<file path="config.mk">
export PLATFORM = sky130hd
export DESIGN_NAME = sim_run_ctrl
export DESIGN_NICKNAME = d
export VERILOG_FILES = /design/src/rtl/sim_run_ctrl.sv
export SDC_FILE = /design/constraint.sdc
export NUM_CORES = 1
export LEC_CHECK = 0
export CAP_MARGIN = 40
export CORE_MARGIN = 2
export CORE_UTILIZATION = 30
export DETAILED_ROUTE_END_ITERATION = 12
export PLACE_DENSITY_LB_ADDON = 0.15
export SLEW_MARGIN = 20
export SYNTH_ARGS = -nofsm -noshare
export SYNTH_HDL_FRONTEND = slang
export SYNTH_SLANG_ARGS = --single-unit
</file>
<file path="constraint.sdc">
create_clock -name clk -period 3.25 [get_ports clk]
set_clock_uncertainty 0.2 [all_clocks]
set_input_delay 0.65 -clock clk [delete_from_list [all_inputs] [get_ports clk]]
set_output_delay 0.65 -clock clk [all_outputs]
set_load 0.02 [all_outputs]
</file>
<file path="src/rtl/sim_run_ctrl.sv">
// sim_run_ctrl: run sequencer for the pipelined RISC-V Datapath.
// It holds the core in reset for a programmable number of cycles, runs it
// against a cycle budget, and watches the data-memory write port for a
// tohost-style store that ends the program. Cycle and retire counts plus
// the pass/fail/timeout verdict stay readable until the next start.

module sim_run_ctrl #(
  parameter int                RESET_CYCLES = 2,
  parameter int                MAX_CYCLES   = 20,
  parameter int                CNT_W        = 32,
  parameter int                ADDR_W       = 32,
  parameter int                DATA_W       = 32,
  parameter logic [ADDR_W-1:0] TOHOST_ADDR  = ADDR_W'(32'h0000_1000)
) (
  input  logic              clk,
  input  logic              reset,
  input  logic              start,
  input  logic              mem_we,
  input  logic [ADDR_W-1:0] mem_addr,
  input  logic [DATA_W-1:0] mem_wdata,
  input  logic              retire_valid,
  output logic              core_reset,
  output logic              running,
  output logic              done,
  output logic              pass,
  output logic              timeout,
  output logic [DATA_W-1:0] exit_code,
  output logic [CNT_W-1:0]  cycle_count,
  output logic [CNT_W-1:0]  retire_count
);

  // The hold counter counts down from RESET_CYCLES-1 to 0, so it only needs
  // enough bits for RESET_CYCLES-1 (at least one bit).
  localparam int                HOLD_W         = (RESET_CYCLES > 1) ? $clog2(RESET_CYCLES) : 1;
  localparam logic [HOLD_W-1:0] HOLD_LOAD      = HOLD_W'(RESET_CYCLES - 1);
  localparam logic [CNT_W-1:0]  LAST_RUN_CYCLE = CNT_W'(MAX_CYCLES - 1);
  localparam logic [CNT_W-1:0]  CNT_ONE        = CNT_W'(1);
  localparam logic [DATA_W-1:0] EXIT_PASS      = DATA_W'(1);

  typedef enum logic [1:0] {
    IDLE       = 2'd0,
    RESET_HOLD = 2'd1,
    RUN        = 2'd2,
    DONE       = 2'd3
  } state_t;

  state_t            state_q, state_d;
  logic [HOLD_W-1:0] holdCnt_q, holdCnt_d;
  logic              coreReset_q, coreReset_d;
  logic              running_q, running_d;
  logic              done_q, done_d;
  logic              pass_q, pass_d;
  logic              timeout_q, timeout_d;
  logic [DATA_W-1:0] exitCode_q, exitCode_d;
  logic [CNT_W-1:0]  cycleCount_q, cycleCount_d;
  logic [CNT_W-1:0]  retireCount_q, retireCount_d;

  logic haltHit;
  logic budgetOut;
  logic beginRun;

  // Saturating increment so a very long run pins the counter at all-ones
  // instead of wrapping back to a small, misleading value.
  function automatic logic [CNT_W-1:0] satInc(input logic [CNT_W-1:0] value);
    logic [CNT_W-1:0] result;
    if (&value) begin
      result = value;
    end else begin
      result = value + CNT_ONE;
    end
    return result;
  endfunction

  // A store to the tohost address only counts while the core is actually
  // running; stores seen during reset hold, idle or done are stale traffic.
  assign haltHit   = (state_q == RUN) && mem_we && (mem_addr == TOHOST_ADDR);

  // The budget runs out on the cycle whose count, including itself, reaches
  // MAX_CYCLES; a halt on that same cycle still wins over the timeout.
  assign budgetOut = (state_q == RUN) && (cycleCount_q == LAST_RUN_CYCLE);

  // A new run may be launched from idle or as a rerun once a verdict exists.
  assign beginRun  = start && ((state_q == IDLE) || (state_q == DONE));

  // Next-state and next-output logic; every register defaults to holding.
  always_comb begin
    state_d       = state_q;
    holdCnt_d     = holdCnt_q;
    coreReset_d   = coreReset_q;
    running_d     = running_q;
    done_d        = done_q;
    pass_d        = pass_q;
    timeout_d     = timeout_q;
    exitCode_d    = exitCode_q;
    cycleCount_d  = cycleCount_q;
    retireCount_d = retireCount_q;

    unique case (state_q)
      IDLE: begin
        coreReset_d = 1'b1;
        running_d   = 1'b0;
        if (beginRun) begin
          state_d       = RESET_HOLD;
          holdCnt_d     = HOLD_LOAD;
          done_d        = 1'b0;
          pass_d        = 1'b0;
          timeout_d     = 1'b0;
          exitCode_d    = '0;
          cycleCount_d  = '0;
          retireCount_d = '0;
        end
      end

      RESET_HOLD: begin
        coreReset_d = 1'b1;
        running_d   = 1'b0;
        if (holdCnt_q == '0) begin
          state_d     = RUN;
          coreReset_d = 1'b0;
          running_d   = 1'b1;
        end else begin
          holdCnt_d = holdCnt_q - HOLD_W'(1);
        end
      end

      RUN: begin
        coreReset_d  = 1'b0;
        running_d    = 1'b1;
        cycleCount_d = satInc(cycleCount_q);
        if (retire_valid) begin
          retireCount_d = satInc(retireCount_q);
        end
        if (haltHit) begin
          state_d     = DONE;
          exitCode_d  = mem_wdata;
          pass_d      = (mem_wdata == EXIT_PASS);
          timeout_d   = 1'b0;
          done_d      = 1'b1;
          running_d   = 1'b0;
          coreReset_d = 1'b1;
        end else if (budgetOut) begin
          state_d     = DONE;
          timeout_d   = 1'b1;
          pass_d      = 1'b0;
          done_d      = 1'b1;
          running_d   = 1'b0;
          coreReset_d = 1'b1;
        end
      end

      DONE: begin
        coreReset_d = 1'b1;
        running_d   = 1'b0;
        if (beginRun) begin
          state_d       = RESET_HOLD;
          holdCnt_d     = HOLD_LOAD;
          done_d        = 1'b0;
          pass_d        = 1'b0;
          timeout_d     = 1'b0;
          exitCode_d    = '0;
          cycleCount_d  = '0;
          retireCount_d = '0;
        end
      end

      default: begin
        state_d     = IDLE;
        coreReset_d = 1'b1;
        running_d   = 1'b0;
      end
    endcase
  end

  // State and output registers; a low reset forces the idle, core-in-reset
  // picture on the next edge no matter where the sequencer was.
  always_ff @(posedge clk) begin
    if (!reset) begin
      state_q       <= IDLE;
      holdCnt_q     <= '0;
      coreReset_q   <= 1'b1;
      running_q     <= 1'b0;
      done_q        <= 1'b0;
      pass_q        <= 1'b0;
      timeout_q     <= 1'b0;
      exitCode_q    <= '0;
      cycleCount_q  <= '0;
      retireCount_q <= '0;
    end else begin
      state_q       <= state_d;
      holdCnt_q     <= holdCnt_d;
      coreReset_q   <= coreReset_d;
      running_q     <= running_d;
      done_q        <= done_d;
      pass_q        <= pass_d;
      timeout_q     <= timeout_d;
      exitCode_q    <= exitCode_d;
      cycleCount_q  <= cycleCount_d;
      retireCount_q <= retireCount_d;
    end
  end

  assign core_reset   = coreReset_q;
  assign running      = running_q;
  assign done         = done_q;
  assign pass         = pass_q;
  assign timeout      = timeout_q;
  assign exit_code    = exitCode_q;
  assign cycle_count  = cycleCount_q;
  assign retire_count = retireCount_q;

endmodule

</file>
## Word-level counts from Yosys, hierarchy flattened

Cells that the tools add are included.

| storage, ports and cells | value |
|---|---|
| output and inout port bits | 101 |
| input port bits | 69 |
| register bits | 104 |
| word-level logic and storage cells | 76 |

| operators by class | value |
|---|---|
| add/sub/neg operators | 3 |
| multiplexer cells | 33 |
| equality and inequality tests | 13 |
| reduce and logical (&&, ||, !) cells | 17 |

Operators with widths:

| kind | number |
|---|---|
| $pmux 32 s2 | 3 |
| $mux 32 | 5 |
| $add 32x1->32 const B | 2 |
| $reduce_and 32->1 | 2 |
| $eq 32x1->1 const B | 1 |
| $eq 32x13->1 const B | 1 |
| $eq 32x5->1 const B | 1 |
| $mux 1 | 14 |
| $reduce_and 3->1 | 4 |
| $ne 2x2->1 const B | 5 |
| $mux 2 | 4 |
| $pmux 1 s2 | 4 |
| $pmux 1 s3 | 2 |
| $pmux 2 s3 | 1 |
| $eq 2x2->1 const B | 2 |
| $logic_and 1x1->1 | 4 |
| $reduce_and 4->1 | 1 |
| $reduce_bool 2->1 | 2 |
| $ne 3x3->1 const B | 1 |
| $eq 2x1->1 const B | 1 |
| $logic_not 2->1 | 1 |
| $ne 2x1->1 const B | 1 |
| $reduce_and 2->1 | 1 |
| $reduce_or 2->1 | 1 |
| 2 further kinds | 2 |

## Logic depth before layout (Yosys ltp)

| logic depth | value |
|---|---|
| word-level depth | 5 |
| mapped depth | 10 |
| gate-level depth less buffers | 8 |

## Worst setup path before layout

No wires, ideal clock.

| path | value |
|---|---|
| path type | reg-to-reg |
| start point | register state_q[0] |
| end point | register retireCount_q[26] (netlist: retire_count[26]) |
| cell stages (with the launch flop) | 11 |
| arrival time | 2.118 ns |
| setup time | 0.117 ns |
| required time | 2.933 ns |
| path slack | 0.815 ns |
| path buffers | 3 |
| clock period less this slack | 2.435 ns |
| path through | dfxtp_1 inv_1 ha_1 nor2b_4 buf_6 or3_4 buf_6 nor2_1 buf_4 o21ai_1 a32o_1 |

| on the way | value |
|---|---|
| longest elaborated chain between the ends | 5 |
| elaborated cells on any way between the ends | 12 |
| those cells by class | 5 x eq/ne; 1 x mux; 6 x reduce/logical |

RTL lines:

| what | line | source |
|---|---|---|
| start, declared | 47 | `state_t state_q, state_d;` |
| start signal, assigned | 189 | `state_q <= state_d;` |
| $eq 2x2->1 / $logic_not 2->1 (equally long branches) | 83, 98 |  |
| $logic_or 1x1->1 | 83 | `assign beginRun = start && ((state_q == IDLE) \|\| (state_q == DONE));` |
| $logic_and 1x1->1 | 83 |  |
| $ne 2x1->1 (no source line) | - |  |
| $reduce_and 4->1 (no source line) | - |  |
| end signal, assigned | 198 | `retireCount_q <= retireCount_d;` |
| end, declared | 56 | `logic [CNT_W-1:0] retireCount_q, retireCount_d;` |

Several ways; a longest one is shown, not always the timed one.
A chain may end at the register's enable or synchronous reset.

## Worst setup path in the final report

| path | value |
|---|---|
| start point | register state_q[0] |
| end point | register cycleCount_q[29] (netlist: cycle_count[29]) |

| on the way | value |
|---|---|
| longest elaborated chain between the ends | 5 |
| elaborated cells on any way between the ends | 11 |
| those cells by class | 4 x eq/ne; 1 x mux; 6 x reduce/logical |

RTL lines:

| what | line | source |
|---|---|---|
| $eq 2x2->1 / $logic_not 2->1 (equally long branches) | 83, 98 |  |
| $logic_or 1x1->1 | 83 |  |
| $logic_and 1x1->1 | 83 |  |
| $ne 2x1->1 (no source line) | - |  |
| $reduce_and 3->1 (no source line) | - |  |
| end signal, assigned | 197 | `cycleCount_q <= cycleCount_d;` |
| end, declared | 55 | `logic [CNT_W-1:0] cycleCount_q, cycleCount_d;` |

Several ways; a longest one is shown, not always the timed one.

==> insert_results.sql <==
INSERT INTO impl_metrics (metric_group, metric, value, unit) VALUES
('worst_setup_path', 'critical_path.startpoint_type', 'flip-flop', ''),
('worst_setup_path', 'worst_ep_arrival_time', '2.80', 'ns'),
('clock_network', 'post_cts.repair.setup_buffers', '0', ''),
('drt', 'route.antenna.remaining_nets', '0', ''),
('layout', 'drive_gt1_share', '8.72', '%'),
('sta', 'final.min_clock_period', '2.75', 'ns'),
('worst_setup_path', 'r2r_end', 'cycle_count[29]', ''),
('outcome', 'status', 'completed', ''),
('die', 'floorplan.die.width', '137', 'µm'),
('clock_network', 'h-tree-depth', '3', ''),
('drt', 'count_of_tritonroute_iterations_in_the_first_routing_pass', '4', ''),
('power_and_ir_drop', 'post-layout-total-power', '3.97', 'mW'),
('placed_design', 'post-dp-hpwl', '13100', 'µm'),
('drt', 'drt_drc_violations_left', '0', ''),
('worst_setup_path', 'critical_path_class', 'flip-flop to flip-flop', ''),
('global_routing', 'number_of_antenna_violations_at_the_first_check_in_global_routing', '0', ''),
('global_routing', 'vias_in_the_first_global_route', '5391', ''),
('sta', 'timing_worst_slew_pin_value', '0.738', 'ns'),
('power_and_ir_drop', 'static-leakage-power', '2.55', 'nW'),
('clock_network', 'ctsLongestPathBuffers', '2', ''),
('synthesis', 'number_of_enable_flip_flop_cells_after_synthesis', '0', ''),
('placed_design', 'placedInstanceArea', '0.00729', 'mm²'),
('layout', 'num-nets-final', '871', ''),
('global_routing', 'global_route.usage.total', '19.0', '%'),
('drt', 'post_drt_via_cell_ratio', '5.55', ''),
('synthesis', 'synth-seq-area-share', '39.3', '%'),
('synthesis', 'synth-async-reset-ratio', '0', '%'),
('flow_run', 'drv_cap', '0', ''),
('clock_network', 'cts_hold_buffers', '0', ''),
('sta', 'max_freq', '364', 'MHz'),
('power_and_ir_drop', 'power-per-cell-area', '523', 'mW/mm²'),
('sta', 'report.final.hold_viol_count', '0', ''),
('synthesis', 'post_syn_nets', '701', ''),
('synthesis', 'synth.lib_cells_used.distinct', '68', ''),
('clock_network', 'tritoncts_clock_tree', 'yes', ''),
('sta', 'timing.final.setup_violations', '0', ''),
('worst_setup_path', 'worstReg2RegStart', 'state_q[0]', ''),
('sta', 'grt_setup_unrepaired', 'no', ''),
('synthesis', 'postSynth.topFlopCell', 'sky130_fd_sc_hd__dfxtp_1', ''),
('global_routing', 'globalRoute.totalOverflow', '0', ''),
('synthesis', 'yosys_warnings', '0', ''),
('placed_design', 'finalWeightedCongestion', '0.881', ''),
('die', 'initial_utilization', '30.6', '%'),
('layout', 'most_used_cells_in_the_layout_excluding_fill_and_tap_cells', 'sky130_fd_sc_hd__clkdlybuf4s50_1 (169), sky130_fd_sc_hd__dfxtp_1 (104), sky130_fd_sc_hd__nor2_1 (57), sky130_fd_sc_hd__nand2_1 (51), sky130_fd_sc_hd__a21oi_1 (43)', ''),
('layout', 'final.fill_count', '1721', ''),
('clock_network', 'clk-insertion-delay-late', '0.35', 'ns'),
('synthesis', 'synthesis.area', '0.00530', 'mm²'),
('drt', 'detail_route.iter0.violations', '309', ''),
('worst_setup_path', 'startpoint', 'state_q[0]', ''),
('clock_network', 'path_clk_slew', '0.08', 'ns'),
('drt', 'detailroute.via_count', '5708', ''),
('die', 'floorplan.io_pins', '170', ''),
('layout', 'final_common_cell', 'sky130_fd_sc_hd__clkdlybuf4s50_1', ''),
('worst_setup_path', 'cp.required', '3.30', 'ns'),
('layout', 'utilization', '43.9', '%'),
('die', 'design.core.area', '0.0173', 'mm²'),
('clock_network', 'cts_inserted_buffers', '9', ''),
('drt', 'route.final.wire_length', '17800', 'µm'),
('drt', 'route.detailed.wl_per_inst', '17.3', 'µm'),
('worst_setup_path', 'r2r_setup_slack', '0.50', 'ns'),
('clock_network', 'clockRootBuffer', 'sky130_fd_sc_hd__clkbuf_16', ''),
('placed_design', 'port_buf_inserts', '169', ''),
('worst_setup_path', 'worstRegToRegCells', '8', ''),
('die', 'floorplan.die_area', '0.0187', 'mm²'),
('layout', 'stdcell_area', '0.00758', 'mm²'),
('layout', 'register_area', '0.00208', 'mm²'),
('worst_setup_path', 'timing.critical_path.fanout_max', '10', ''),
('synthesis', 'synth_area_per_cell', '8.43', 'µm²'),
('global_routing', 'grt_pass1_wl', '28200', 'µm'),
('global_routing', 'grt_start_max_net_pins', '34', ''),
('synthesis', 'netlist_instances', '628', '');
==> per-stage QoR <==
stage | setup slack [ns] | instances
after floorplan | 0.815 | 628
after global placement | 0.245 | 1012
after detailed placement | 0.117 | 1012
after CTS | 0.475 | 1028
after global routing | 0.212 | 1028
final | 0.501 | 1028
==> kinds of logic (layout without fill, tap and decap cells) <==
| family | Yosys count | count (layout) | synth area share (%) |
|---|---|---|---|
| buffers and inverters | 44 | 219 | 3.78 |
| and+or+nand+nor | 295 | 295 | 31.9 |
| AOI/OAI and AO/OA | 172 | 172 | 22.3 |
| DFF | 104 | 104 | 39.3 |
| adders and majority gates | 4 | 4 | 0.945 |
| muxes | 9 | 9 | 1.75 |
==> flip-flops by register name (all words and copies together), names as in the netlist <==
register / flops
retire_count: 32
running: 1
core_reset: 1
pass: 1
timeout: 1
done: 1
cycle_count: 32
exit_code: 32
holdCnt_q: 1
state_q: 2
==> cell type report <==
class                           count  share of cell area (%)
Tap cell                          225                    3.71
Clock inverter                      7                   0.940
Timing Repair Buffer              191                    24.5
Multi-Input combinational cell    480                    39.9
Clock buffer                        9                    2.97
Inverter                           12                   0.594
Sequential cell                   104                    27.4
==> worst min-delay path by stage <==
| stage | from | end | cells past startpoint |
|---|---|---|---|
| global route | timeout | timeout | 2 |
| finish | timeout | timeout | 2 |
| detailed placement | exit_code[4] | exit_code[4] | 1 |
| floorplan | state_q[1] | state_q[1] | 2 |
| CTS | timeout | timeout | 2 |
| global placement | exit_code[5] | exit_code[5] | 1 |
==> where the power goes <==
part	switching [mW]	internal, mW	total (mW)	leakage, nW
Clock	0.561	0.546	1.11	0.146
Combinational	0.984	0.534	1.52	1.57
Sequential	0.0342	1.31	1.34	0.838
Total	1.58	2.39	3.97	2.55
==> layer usage <==
layer  global-route usage [%]  routed length, µm  vias up
li1                         -                  -     2751
met1                     25.6               8180     2750
met2                     29.6               8230      177
met3                     3.74                962       30
met4                     7.56                435        0
met5                        0                  0        -
==> critical path, cell delays in order (launching register included) <==
cell	delay, ns
sky130_fd_sc_hd__dfxtp_1	0.37
sky130_fd_sc_hd__inv_1	0.05
sky130_fd_sc_hd__ha_1	0.42
sky130_fd_sc_hd__nor2b_1	0.35
sky130_fd_sc_hd__a21oi_1	0.09
sky130_fd_sc_hd__buf_4	0.17
sky130_fd_sc_hd__o21ai_1	0.59
sky130_fd_sc_hd__o21ai_0	0.19
sky130_fd_sc_hd__a21o_1	0.21
==> synthesized netlist by cell type, drive strengths merged (9+ instances only) <==
library cell	count	area share, %
nand4	27	3.3
nor3	28	3.5
a21oi	43	4.1
dfxtp	104	39
o21ai	35	3.3
buf	11	1.4
clkbuf	21	1.5
a31oi	12	1.4
nand3	33	3.2
and4	9	1.5
or4	10	1.4
nor2	57	4.0
or3	11	1.5
and3	10	1.2
and2	9	1.1
a22o	34	5.6
inv	12	0.85
nor4	26	3.8
nand2	52	3.7
(Power assumes the default switching activity.)
